`src/rtl/mem_stall_ctrl.sv`:
```
// rtl/mem_stall_ctrl.sv - data-memory stall, load-use bubble and branch flush sequencer (optional: HAZ_PERF_CNT_EN)
module mem_stall_ctrl #(
    parameter int TIMEOUT_CYCLES = 255,
    parameter int TMO_W          = 8,
    parameter int LU_BUBBLE      = 1
) (
    input  logic        clk,
    input  logic        rst_n,
    input  logic [4:0]  ex_rs1,
    input  logic [4:0]  ex_rs2,
    input  logic        ex_use_rs1,
    input  logic        ex_use_rs2,
    input  logic        br_taken_ex,
    input  logic        mem_valid,
    input  logic        mem_is_load,
    input  logic        mem_is_store,
    input  logic [4:0]  rd_mem,
    input  logic        dmem_req_ready,
    input  logic        dmem_rsp_valid,
    output logic        dmem_req_valid,
    output logic        stall_if,
    output logic        stall_ex,
    output logic        stall_mem,
    output logic        bubble_mem,
    output logic        flush_if,
`ifdef HAZ_PERF_CNT_EN
    output logic        dmem_err,
    output logic [31:0] perf_stall_cyc,
    output logic [15:0] perf_lu_bub
`else
    output logic        dmem_err
`endif
);

    typedef enum logic [1:0] {
        ST_RUN = 2'd0,
        ST_REQ = 2'd1,
        ST_RSP = 2'd2,
        ST_LUB = 2'd3
    } state_t;

    localparam bit              TMO_EN   = (TIMEOUT_CYCLES != 0);
    localparam bit              LUB_EN   = (LU_BUBBLE != 0);
    localparam logic [TMO_W-1:0] TMO_LAST = TMO_W'(TIMEOUT_CYCLES - 1);

    state_t           state_q, state_d;
    logic [TMO_W-1:0] tmo_cnt_q, tmo_cnt_d;
    logic             err_q, err_d;

    logic access;
    logic dep;
    logic tmo_hit;
    logic req_c;
    logic stall_c;
    logic stall_mem_c;
    logic bubble_c;

    // Decode the MEM access, the EX dependency on the returning load and the watchdog terminal cycle
    always_comb begin
        access  = mem_valid & (mem_is_load | mem_is_store);
        dep     = (rd_mem != 5'd0) &
                  ((ex_use_rs1 & (ex_rs1 == rd_mem)) | (ex_use_rs2 & (ex_rs2 == rd_mem)));
        tmo_hit = TMO_EN & (tmo_cnt_q == TMO_LAST);
    end

    // Next-state and raw pipeline controls; a handshake on the terminal watchdog cycle beats the abort
    always_comb begin
        state_d     = state_q;
        err_d       = err_q;
        req_c       = 1'b0;
        stall_c     = 1'b0;
        stall_mem_c = 1'b0;
        bubble_c    = 1'b0;
        case (state_q)
            ST_RUN: begin
                if (access) begin
                    req_c = 1'b1;
                    if (!dmem_req_ready) begin
                        state_d     = ST_REQ;
                        stall_c     = 1'b1;
                        stall_mem_c = 1'b1;
                    end else if (mem_is_load) begin
                        state_d     = ST_RSP;
                        stall_c     = 1'b1;
                        stall_mem_c = 1'b1;
                    end
                end
            end
            ST_REQ: begin
                req_c = 1'b1;
                if (dmem_req_ready) begin
                    state_d     = mem_is_load ? ST_RSP : ST_RUN;
                    stall_c     = 1'b1;
                    stall_mem_c = 1'b1;
                end else if (tmo_hit) begin
                    state_d = ST_RUN;
                    err_d   = 1'b1;
                end else begin
                    stall_c     = 1'b1;
                    stall_mem_c = 1'b1;
                end
            end
            ST_RSP: begin
                if (dmem_rsp_valid) begin
                    if (LUB_EN && dep) begin
                        state_d     = ST_LUB;
                        stall_c     = 1'b1;
                        stall_mem_c = 1'b1;
                    end else begin
                        state_d = ST_RUN;
                    end
                end else if (tmo_hit) begin
                    state_d = ST_RUN;
                    err_d   = 1'b1;
                end else begin
                    stall_c     = 1'b1;
                    stall_mem_c = 1'b1;
                end
            end
            ST_LUB: begin
                state_d  = ST_RUN;
                stall_c  = 1'b1;
                bubble_c = 1'b1;
            end
            default: state_d = ST_RUN;
        endcase
    end

    // Watchdog restarts from zero on every entry into REQ or RSP and counts while staying there
    always_comb begin
        tmo_cnt_d = '0;
        if ((state_d == ST_REQ) || (state_d == ST_RSP)) begin
            if (state_d == state_q) begin
                tmo_cnt_d = tmo_cnt_q + TMO_W'(1);
            end
        end
    end

    // State, watchdog counter and sticky error flag
    always_ff @(posedge clk or negedge rst_n) begin
        if (!rst_n) begin
            state_q   <= ST_RUN;
            tmo_cnt_q <= '0;
            err_q     <= 1'b0;
        end else begin
            state_q   <= state_d;
            tmo_cnt_q <= tmo_cnt_d;
            err_q     <= err_d;
        end
    end

    // Outputs are forced low while reset is held so an abandoned access shows nothing
    assign dmem_req_valid = rst_n & req_c;
    assign stall_if       = rst_n & stall_c;
    assign stall_ex       = rst_n & stall_c;
    assign stall_mem      = rst_n & stall_mem_c;
    assign bubble_mem     = rst_n & bubble_c;
    assign flush_if       = rst_n & br_taken_ex & ~stall_c;
    assign dmem_err       = err_q;

`ifdef HAZ_PERF_CNT_EN
    logic [31:0] perf_stall_q;
    logic [15:0] perf_lub_q;

    // Saturating counters of front-end stall cycles and load-use bubbles
    always_ff @(posedge clk or negedge rst_n) begin
        if (!rst_n) begin
            perf_stall_q <= '0;
            perf_lub_q   <= '0;
        end else begin
            if (stall_if && (perf_stall_q != '1)) begin
                perf_stall_q <= perf_stall_q + 32'd1;
            end
            if ((state_d == ST_LUB) && (state_q != ST_LUB) && (perf_lub_q != '1)) begin
                perf_lub_q <= perf_lub_q + 16'd1;
            end
        end
    end

    assign perf_stall_cyc = perf_stall_q;
    assign perf_lu_bub    = perf_lub_q;
`endif

endmodule

```
`config.mk`:
```
export PLATFORM = sky130hd
export DESIGN_NAME = mem_stall_ctrl
export DESIGN_NICKNAME = d
export VERILOG_FILES = /design/src/rtl/mem_stall_ctrl.sv
export SDC_FILE = /design/constraint.sdc
export NUM_CORES = 1
export LEC_CHECK = 0
export ABC_CLOCK_PERIOD_IN_PS = 1550
export CORE_MARGIN = 5
export CORE_UTILIZATION = 40
export CTS_BUF_LIST = sky130_fd_sc_hd__clkbuf_4 sky130_fd_sc_hd__clkbuf_8
export DETAILED_ROUTE_END_ITERATION = 12
export PLACE_DENSITY = 0.8
export SYNTH_ARGS = -nofsm -noshare
export SYNTH_HDL_FRONTEND = slang
export SYNTH_SLANG_ARGS = --single-unit
```
`constraint.sdc`:
```
create_clock -name clk -period 1.55 [get_ports clk]
set_input_delay 0.31 -clock clk [delete_from_list [all_inputs] [get_ports clk]]
set_output_delay 0.31 -clock clk [all_outputs]
set_load 0.005 [all_outputs]
```
==> out/metrics.cfg <==
[outcome]
status = complete, but fails checks
violations = negative setup slack

[yosys]
synthFlopType = dfrtp_1
ys_warn_count = 0
ys_types = 33
synth_seq_area_share = 0.347
ys_ff_latch = 11
synth_area_per_cell_um2 = 9.01
synth-edff-count = 0
synth_area_um2 = 793
synth_top_area_frac = 0.347
yosys-top-cells-area = dfrtp_1, xnor2_1, xor2_1
synthCells = 88
syn-num-nets = 115
synth_top_cell_by_area = dfrtp_1
postSynth.asyncResetShare = 1.00

[timing]
skew_ps = 7.81
clock.fmax_mhz = 535
setup_viol = 4
hold_viol = 0
setup_ws_ps = -320
slew_violations = 0
tns_ps = -1130
fin_crit_sh = 1.21
slew_headroom = 0.839
period_needed_ps = 1870
rsz0062_at_grt = yes
worstMarginPinSlew_ps = 240

[final_layout]
most-common-layout-cells = buf_4, dlygate4sd2_1, nor2_1, xnor2_1, dfrtp_1
syn2layout_area_growth_pct = 72.1
layout_commonest_cell = buf_4
antenna_cells = 0
nFillCells = 168
final_area_um2 = 1370
drive_above_1_share = 0.361
final_cells = 174
final_nets = 175

[cts]
clock_insertion_delay_worst_skew_ps = 270
clk_path_buf_depth = 2
numCtsBuffers = 3
clk_pin_slew_worst_paths_ps = 70
cts_tree = done
cts.sinks = 11
htreeDepth = 1
hold_buffers = 0
cts-root-buf = clkbuf_4

[global_route]
grt_pass1_wl_um = 3620
grt_max_degree = 12
track_usage = 0.171
grt_pass1_vias = 943
antenna_found_initial = 0
grt-ovfl-total = 0

[drt]
drt_wl_total_um = 2300
vias = 849
drc = 0
drt_iter0_markers = 10
first_pass_iters = 3
vias_per_cell = 4.88
routedWlPerCell_um = 13.2
final_antenna_net_count = 0

[placement]
placedCellCount = 163
placed_area_um2 = 1280
place.gp.congestion = 0.832
post-place-ws_ps = -937
port_buffers = 31
hpwlAfterDp_um = 1740

[floorplan]
dieWidth_um = 54.5
die_h_um = 54.5
num_io_pins = 32
initial_core_util = 0.413
coreArea_um2 = 1920
die-area_um2 = 2970
num_rows = 16

[setup_path]
cp.arrival_ps = 1560
worst_setup_path_end_kind = output port
critPathLaunchType = flop
rr_endpoint = tmo_cnt_q[4]$_DFF_PN0_
reg2reg_depth = 7
critPathMaxFanout = 4
timing.reg2reg.setup_slack_ps = 100
r2r-start = tmo_cnt_q[0]$_DFF_PN0_
cp.required_ps = 1240
crit_type = flop to output port

[power]
power_density_nw_per_um2 = 580
ir_worst_vdd_mv = 0.485
leakage_nw = 0.659
total_power_uw = 792

[run]
max-cap-violations = 0

[min_path]
hold_path_class = primary input to async pin

## metal layers
layer  GRT usage  vias to the layer above  wire (um)
li1            -                      427          -
met1       0.162                      393        908
met2       0.313                       24       1150
met3      0.0436                        5        175
met4       0.129                        0         60
met5           0                        -          0
## power breakdown
group | leakage, nW | internal, mW | switching [mW]
combinational | 0.490 | 0.155 | 0.119
sequential | 0.150 | 0.297 | 0.00786
clock | 0.0184 | 0.117 | 0.0950
total | 0.659 | 0.570 | 0.222
## registers in the layout, indices dropped and copies added, names as in the netlist
name       cells
dmem_err       1
state_q        2
tmo_cnt_q      8
## how the worst max path moves through the flow
stage | start | endpoint | slack, ps
after floorplan | state_q[0]$_DFF_PN0_ | stall_if | 3
after global placement | rd_mem[2] | stall_mem | -910
after detailed placement | rd_mem[2] | stall_ex | -940
after CTS | tmo_cnt_q[0]$_DFF_PN0_ | flush_if | -360
after global routing | tmo_cnt_q[0]$_DFF_PN0_ | flush_if | -460
final | tmo_cnt_q[0]$_DFF_PN0_ | flush_if | -320
## per-stage QoR
step / hold WS (ps) / util
after floorplan: 14.4 / -
after global placement: 474 / 0.665
after detailed placement: 474 / 0.665
after CTS: 119 / 0.686
after global routing: 142 / 0.710
final: 120 / 0.710
## cell type report
| class | count | area [um2] | area share |
|---|---|---|---|
| inverters | 2 | 7.51 | 0.00550 |
| repair buffers | 58 | 478 | 0.350 |
| flip-flops and latches | 11 | 277 | 0.203 |
| well taps | 27 | 33.8 | 0.0247 |
| multi-input cells | 72 | 539 | 0.395 |
| clock buffers | 4 | 30.0 | 0.0220 |
## critical path: stages, from the launching register on
cell and delay (ps):
dfrtp_1 370, inv_1 70, ha_2 200, nand4_4 110
a22oi_2 230, and3_1 190, buf_2 110
## cells by family (layout without fill, tap and decap cells)
| group | after synthesis | count (layout) | share of synthesized area |
|---|---|---|---|
| simple gates | 37 | 37 | 0.254 |
| compound gates | 17 | 17 | 0.156 |
| xor+xnor | 16 | 16 | 0.177 |
| flops | 11 | 11 | 0.347 |
| buf+inv | 5 | 64 | 0.0347 |
| fa+ha+maj | 2 | 2 | 0.0315 |
## what timing repair did
item / CTS / global route
pin swaps: 18 / 6
gates resized for setup: 44 / 11
endpoints found under the hold margin: 0 / 0
endpoints found under the setup margin: 6 / 6
setup buffers: 5 / 3
## cells in the mapped netlist, types with 2 or more instances
cell     number
inv_1         2
a21oi_1       4
buf_4         2
dfrtp_1      11
ha_1          2
nand3_1       3
nand2_1       8
xor2_1        5
xnor2_1      11
and3_1        4
nand4_1       3
nor2_1       11
nor3_1        2
No activity file was read; power rests on OpenSTA's default activity.
